[config.mk]
export PLATFORM = sky130hd
export DESIGN_NAME = spi_display_rx_flat
export DESIGN_NICKNAME = d
export VERILOG_FILES = /design/src/rtl/spi_display_rx_if.sv /design/src/rtl/spi_display_rx.sv /design/src/flat_wrapper.sv
export SDC_FILE = /design/constraint.sdc
export NUM_CORES = 1
export LEC_CHECK = 0
export BUFFER_PORTS_ARGS = -buffer_cell sky130_fd_sc_hd__buf_4
export CAP_MARGIN = 20
export CORE_AREA = 5 5 84 86
export DETAILED_ROUTE_END_ITERATION = 10
export DIE_AREA = 0 0 89 91
export PLACE_DENSITY = 0.63
export SLEW_MARGIN = 40
export SYNTH_ARGS = -nofsm -noshare
export SYNTH_HDL_FRONTEND = slang
export SYNTH_SLANG_ARGS = --single-unit
[constraint.sdc]
create_clock -name clock -period 4.3 [get_ports clock]
set_input_delay 0.645 -clock clock [delete_from_list [all_inputs] [get_ports clock]]
set_output_delay 0.645 -clock clock [all_outputs]
set_load 0.02 [all_outputs]
[src/rtl/spi_display_rx_if.sv]
// Pin bundle between an SPI display-link source/consumer and spi_display_rx.
// SPI_DISPLAY_RX_STATS_EN adds the bytes/aborts statistics outputs.
interface spi_display_rx_if;
    logic       spi_cs_n;
    logic       spi_clock;
    logic       spi_dc;
    logic       spi_mosi;
    logic       get;
    logic       clear;
    logic [8:0] out;
    logic       empty;
    logic       overrun;
`ifdef SPI_DISPLAY_RX_STATS_EN
    logic [15:0] bytes;
    logic [7:0]  aborts;

    modport master (output spi_cs_n, spi_clock, spi_dc, spi_mosi, get, clear,
                    input  out, empty, overrun, bytes, aborts);
    modport slave  (input  spi_cs_n, spi_clock, spi_dc, spi_mosi, get, clear,
                    output out, empty, overrun, bytes, aborts);
`else
    modport master (output spi_cs_n, spi_clock, spi_dc, spi_mosi, get, clear,
                    input  out, empty, overrun);
    modport slave  (input  spi_cs_n, spi_clock, spi_dc, spi_mosi, get, clear,
                    output out, empty, overrun);
`endif
endinterface

[src/rtl/spi_display_rx.sv]
// Oversampling SPI display-link receiver: deserializes {dc, byte} words into a small FIFO.
// Define SPI_DISPLAY_RX_STATS_EN to add the bytes/aborts statistics counters.
module spi_display_rx #(
    parameter int AW   = 2,
    parameter int SYNC = 2
) (
    input  logic           clock,
    input  logic           reset_n,
    spi_display_rx_if.slave bus
);
    localparam int DEPTH = 1 << AW;

    typedef enum logic {IDLE, SHIFT} state_t;

    logic [SYNC-1:0] cs_sync, clk_sync, dc_sync, mosi_sync;
    logic            s_clk_d;
    logic            s_cs_n, s_clk, s_dc, s_mosi, rise;

    always_ff @(posedge clock or negedge reset_n) begin
        if (!reset_n) begin
            cs_sync   <= '1;
            clk_sync  <= '0;
            dc_sync   <= '0;
            mosi_sync <= '0;
            s_clk_d   <= 1'b0;
        end else begin
            cs_sync   <= {cs_sync[SYNC-2:0], bus.spi_cs_n};
            clk_sync  <= {clk_sync[SYNC-2:0], bus.spi_clock};
            dc_sync   <= {dc_sync[SYNC-2:0], bus.spi_dc};
            mosi_sync <= {mosi_sync[SYNC-2:0], bus.spi_mosi};
            s_clk_d   <= clk_sync[SYNC-1];
        end
    end

    assign s_cs_n = cs_sync[SYNC-1];
    assign s_clk  = clk_sync[SYNC-1];
    assign s_dc   = dc_sync[SYNC-1];
    assign s_mosi = mosi_sync[SYNC-1];
    assign rise   = s_clk & ~s_clk_d;

    // Deserializer: the completed word is registered one cycle before the FIFO write
    state_t     state_q, state_n;
    logic [2:0] count_q, count_n;
    logic [6:0] shift_q, shift_n;
    logic       wr_vld_p1, wr_vld_n;
    logic [8:0] word_p1, word_n;
    logic       abort_n;

    always_comb begin
        state_n  = state_q;
        count_n  = count_q;
        shift_n  = shift_q;
        wr_vld_n = 1'b0;
        word_n   = word_p1;
        abort_n  = 1'b0;
        case (state_q)
            IDLE: begin
                count_n = 3'd0;
                if (!s_cs_n) state_n = SHIFT;
            end
            SHIFT: begin
                if (s_cs_n) begin
                    state_n = IDLE;
                    count_n = 3'd0;
                    abort_n = (count_q != 3'd0);
                end else if (rise) begin
                    shift_n = {shift_q[5:0], s_mosi};
                    if (count_q == 3'd7) begin
                        wr_vld_n = 1'b1;
                        word_n   = {s_dc, shift_q, s_mosi};
                        count_n  = 3'd0;
                    end else begin
                        count_n = count_q + 3'd1;
                    end
                end
            end
            default: state_n = IDLE;
        endcase
    end

    always_ff @(posedge clock or negedge reset_n) begin
        if (!reset_n) begin
            state_q   <= IDLE;
            count_q   <= 3'd0;
            wr_vld_p1 <= 1'b0;
        end else begin
            state_q   <= state_n;
            count_q   <= count_n;
            wr_vld_p1 <= wr_vld_n;
        end
    end

    always_ff @(posedge clock) begin
        shift_q <= shift_n;
        word_p1 <= word_n;
    end

    // FIFO: AW+1 bit pointers, extra MSB distinguishes full from empty
    logic [8:0]  mem [DEPTH];
    logic [AW:0] wr_ptr, rd_ptr;
    logic        full, empty, pop, push, drop, overrun_q;

    assign empty = (wr_ptr == rd_ptr);
    assign full  = (wr_ptr[AW] != rd_ptr[AW]) && (wr_ptr[AW-1:0] == rd_ptr[AW-1:0]);
    assign pop   = bus.get & ~empty;
    assign push  = wr_vld_p1 & (~full | pop);
    assign drop  = wr_vld_p1 & full & ~pop;

    always_ff @(posedge clock or negedge reset_n) begin
        if (!reset_n) begin
            wr_ptr    <= '0;
            rd_ptr    <= '0;
            overrun_q <= 1'b0;
            for (int i = 0; i < DEPTH; i++) mem[i] <= '0;
        end else begin
            if (push) begin
                mem[wr_ptr[AW-1:0]] <= word_p1;
                wr_ptr              <= wr_ptr + 1'b1;
            end
            if (pop) rd_ptr <= rd_ptr + 1'b1;
            overrun_q <= drop | (overrun_q & ~bus.clear);
        end
    end

    assign bus.out     = mem[rd_ptr[AW-1:0]];
    assign bus.empty   = empty;
    assign bus.overrun = overrun_q;

`ifdef SPI_DISPLAY_RX_STATS_EN
    logic [15:0] bytes_q;
    logic [7:0]  aborts_q;

    always_ff @(posedge clock or negedge reset_n) begin
        if (!reset_n) begin
            bytes_q  <= '0;
            aborts_q <= '0;
        end else if (bus.clear) begin
            bytes_q  <= '0;
            aborts_q <= '0;
        end else begin
            if (push)    bytes_q  <= bytes_q + 16'd1;
            if (abort_n) aborts_q <= aborts_q + 8'd1;
        end
    end

    assign bus.bytes  = bytes_q;
    assign bus.aborts = aborts_q;
`else
    logic unused_abort;
    assign unused_abort = abort_n;
`endif
endmodule

[src/flat_wrapper.sv]
// flat-port wrapper written by rule: the top's interface ports become plain ports
module spi_display_rx_flat 
#(
    parameter int AW   = 2,
    parameter int SYNC = 2
)
  (clock, reset_n, bus_spi_cs_n, bus_spi_clock, bus_spi_dc, bus_spi_mosi, bus_get, bus_clear, bus_out, bus_empty, bus_overrun);
  spi_display_rx_if bus_i ();
  input  logic clock;
  input  logic reset_n;
  input wire logic [$bits(bus_i.spi_cs_n)-1:0] bus_spi_cs_n;
  input wire logic [$bits(bus_i.spi_clock)-1:0] bus_spi_clock;
  input wire logic [$bits(bus_i.spi_dc)-1:0] bus_spi_dc;
  input wire logic [$bits(bus_i.spi_mosi)-1:0] bus_spi_mosi;
  input wire logic [$bits(bus_i.get)-1:0] bus_get;
  input wire logic [$bits(bus_i.clear)-1:0] bus_clear;
  output wire logic [$bits(bus_i.out)-1:0] bus_out;
  output wire logic [$bits(bus_i.empty)-1:0] bus_empty;
  output wire logic [$bits(bus_i.overrun)-1:0] bus_overrun;
  assign bus_i.spi_cs_n = bus_spi_cs_n;
  assign bus_i.spi_clock = bus_spi_clock;
  assign bus_i.spi_dc = bus_spi_dc;
  assign bus_i.spi_mosi = bus_spi_mosi;
  assign bus_i.get = bus_get;
  assign bus_i.clear = bus_clear;
  assign bus_out = bus_i.out;
  assign bus_empty = bus_i.empty;
  assign bus_overrun = bus_i.overrun;
  spi_display_rx #(.AW(AW), .SYNC(SYNC)) u_core (.clock(clock), .reset_n(reset_n), .bus(bus_i));
endmodule
==> impl_summary.md <==
CTS
The tree is rooted in a clkbuf_8. The clock net in this run drives a total of 73 sinks. The number of gates resized after CTS was 0.

The CTS tree is yes. The later pin in the worst-skew pair is clocked with a latency of 0.33 ns. The number of H-tree levels is 3.

Buffers inserted during clock tree synthesis total 9. The post-CTS setup buffer count is 0. After clock tree synthesis, the clock-pin slew on the worst setup and hold paths is ~0.08 ns. The maximum number of buffers from clock root to sink is 2. The number of hold buffers added after CTS was 0.

Route
The final wirelength is 4.98 mm. The total via count in the routed design is 1507. After detailed routing, the average wire length per cell comes to roughly 18 um. The DRC violation count after routing is 0.

The total iterations of the first detailed-routing run is 4. In this run, the number of DRC markers left after iteration 0 of detailed routing was 44. Using the TritonRoute via totals, the vias-per-cell ratio works out to 5.38.

The number of nets still failing antenna checks after routing is 0.

Status
The run finished with clean final reports.

Setup path
The number of cells traversed by the worst register-to-register path is 3. The critical setup path kind is reg -> out. Together, buffers and inverters on the worst path number 1. In this design, the stage delay of the slowest critical-path cell is ~0.82 ns. For this design, the slowest cell found on the critical path is dfrtp_1. The data arrival at the endpoint of the critical path is 2.06 ns.

The kind of end point of the critical path is an output pin. The worst register-to-register path ends at u_core.mem[10]. The flop-to-flop setup slack is 1.70 ns. The startpoint of the worst-slack reg-to-reg timing path is u_core.rd_ptr[0]. The largest fanout on the critical path is 12. The worst setup path is launched from a flop. The start point of the critical path is u_core.rd_ptr[0]. Traced cell by cell, the critical path runs through xor2_2 > nor3_1 > buf_4. For the worst setup path, the data required time is 3.65 ns. Among cell families on the critical path, the largest total delay comes from flip-flops.

Placed design
After detailed placement, the design holds a cell count of ~260. Routability-driven placement finished with a final weighted congestion of between 0.7 and 0.8. Detailed placement ended at an HPWL of between 3 and 4 mm.

After detailed placement, the total cell area comes to between 0.003 and 0.004 mm2. Timing analysis after detailed placement gives a worst setup slack of 1.67 ns. Port buffering added 18 buffers.

Floorplanning
Measured along the x axis, the die boundary spans 89 um. The area of the die is 0.00810 mm2. The initial core utilization is 48.6%. The floorplan has 29 rows. The count of boundary I/O pins is 19. Measured along the y axis, the die boundary spans between 90 and 100 um. The total area inside the core boundary comes to 0.00620 mm2.

Synth
After technology mapping, the gate count stands at about 170. The netlist uses 26 different library cells. Summing the sequential cell areas from Yosys gives 63.4% of the chip area. The Yosys step of the flow raised 0 warnings. By area the synthesized netlist is led by dfrtp_1, edfxtp_1, mux2_2, mux4_2, o41ai_4. After synthesis, the largest area contributor takes up between 40 and 50% of total cell area. The count of state elements after synthesis is 73. Of all flip-flops after synthesis, the portion carrying an async set or reset was 78.1%. The cell area that synthesis handed to floorplanning was 0.00301 mm2.

The synthesized design contains 16 enable-type register cells. Of all cell types, the one taking the most synthesized area is dfrtp_1. Synthesis produced a netlist with a net count of 186. Sorting the synthesized cells by how often they occur yields dfrtp_1, mux2_2, edfxtp_1.

The most common cell in the synthesized netlist is dfrtp_1. Among all flip-flop cells after synthesis, the most frequent one is dfrtp_1. The average footprint of a synthesized cell is 17.6 um2.

STA
The measured slew at the worst slew-check pin is approximately 0.84 ns. The final count of pins violating max slew is 0. Setup repair after global routing left no endpoint under its margin. The final number of hold-violating endpoints is 0. The worst path setup slack after routing is 1.60 ns. The post-route worst hold slack is 0.346 ns. After routing, the total negative slack on setup checks comes to 0 ns. The maximum achievable frequency is 370 MHz.

The smallest clock period supported by the final layout is computed as 2.70 ns. The max-slew headroom at the worst pin is 44.0%. The final clock period utilization by the worst path is 62.9%. The clock arrives with just over 0.009 ns of skew. Setup violations remaining at the end of the flow were counted as 0.

Layout
The proportion of layout cells with a drive suffix above 1 is between 40 and 50%. Measured on the finished design, the core utilization comes to 55.7%. Leaving out filler cells and counting taps, the final layout contains 280. The area overhead of the layout relative to synthesis is 14.6%. The final design instance area without fill is 0.00345 mm2. The number of nets in the final layout is 213. The number of diodes is 0.

Pwr
The worst-case IR drop observed on VDD is 0.223 mV. The total power draw is around 1.3 mW. The areal power density over the cells is 378 mW/mm2. The standby leakage power is around 1.6 nW.

Global routing
Summed over all layers, the global routing overflow is 0. The maximum number of pins on one net before global-route repair is just under 60. The first-pass GRT wire length is 8.66 mm. The global router's overall resource usage is 14.1%.

The number of global-route vias before repair is 1671. The number of antenna violations at the first check in global routing was 0.

Job
The tool flagged a number of max-cap violations equal to 0.

Hold path
The worst hold path belongs to the class in -> async.
cells by family after synthesis:
kind of cell,after synthesis,synth area share (%)
buffers and inverters,7,0.955
muxes,50,21.9
adders and majority gates,7,2.91
and+or+nand+nor,18,3.07
xor gates and xnor gates,7,2.78
DFF,73,63.4
AOI/OAI and AO/OA,9,4.98
state kept, by name, summed over array words and instances (netlist names):
name / cells
u_core.mem: 36
u_core.wr_vld_p1: 1
u_core.s_clk_d: 1
u_core.count_q: 3
u_core.shift_q: 7
u_core.mosi_sync: 2
u_core.dc_sync: 2
u_core.rd_ptr: 3
u_core.state_q: 1
u_core.word_p1: 9
u_core.wr_ptr: 3
u_core.clk_sync: 2
u_core.cs_sync: 2
u_core.bus.overrun: 1
placed cells by master, fill, tap and decap left out, types with 2 or more instances in the layout:
master,count
and2_1,6
buf_4,18
bufinv_16,2
clkbuf_1,2
clkbuf_8,9
clkinvlp_4,2
dfrtp_1,55
dfstp_2,2
edfxtp_1,16
ha_1,7
inv_1,4
mux2_2,38
mux2i_1,3
mux4_2,9
nand2_1,2
nand2b_1,2
nor2_1,5
nor3_1,2
o31ai_1,2
o41ai_4,4
xnor2_1,3
xor2_2,2
power breakdown:
part / total (mW) / internal [mW] / switching (mW)
logic: 0.0210 / 0.00583 / 0.0152
clock network: 0.568 / 0.326 / 0.242
registers: 0.715 / 0.713 / 0.00239
worst max path at each step:
stage / end / cells past startpoint
2_1_floorplan: u_core.mem[0] / 3
3_3_place_gp: u_core.mem[1] / 3
3_5_place_dp: u_core.mem[11] / 3
4_1_cts: bus_empty / 3
5_1_grt: bus_empty / 3
6_report: bus_empty / 3
metal layers:
metal / global-route usage (%) / wire length (um) / up-vias
li1: - / - / 688
met1: 19.8 / 2210 / 790
met2: 21.4 / 2570 / 19
met3: 3.26 / 125 / 10
met4: 5.58 / 77 / 0
met5: 0 / 0 / -
area by class of cell:
type | instances | area, um2
clock buffer | 11 | 131
clock inverter | 5 | 80.1
fill | 508 | 2750
inverter | 4 | 15.0
multi-input combinational | 91 | 1070
sequential | 73 | 1910
tap | 77 | 96.3
timing repair buffer | 19 | 146
No activity file was read; power rests on OpenSTA's default activity.
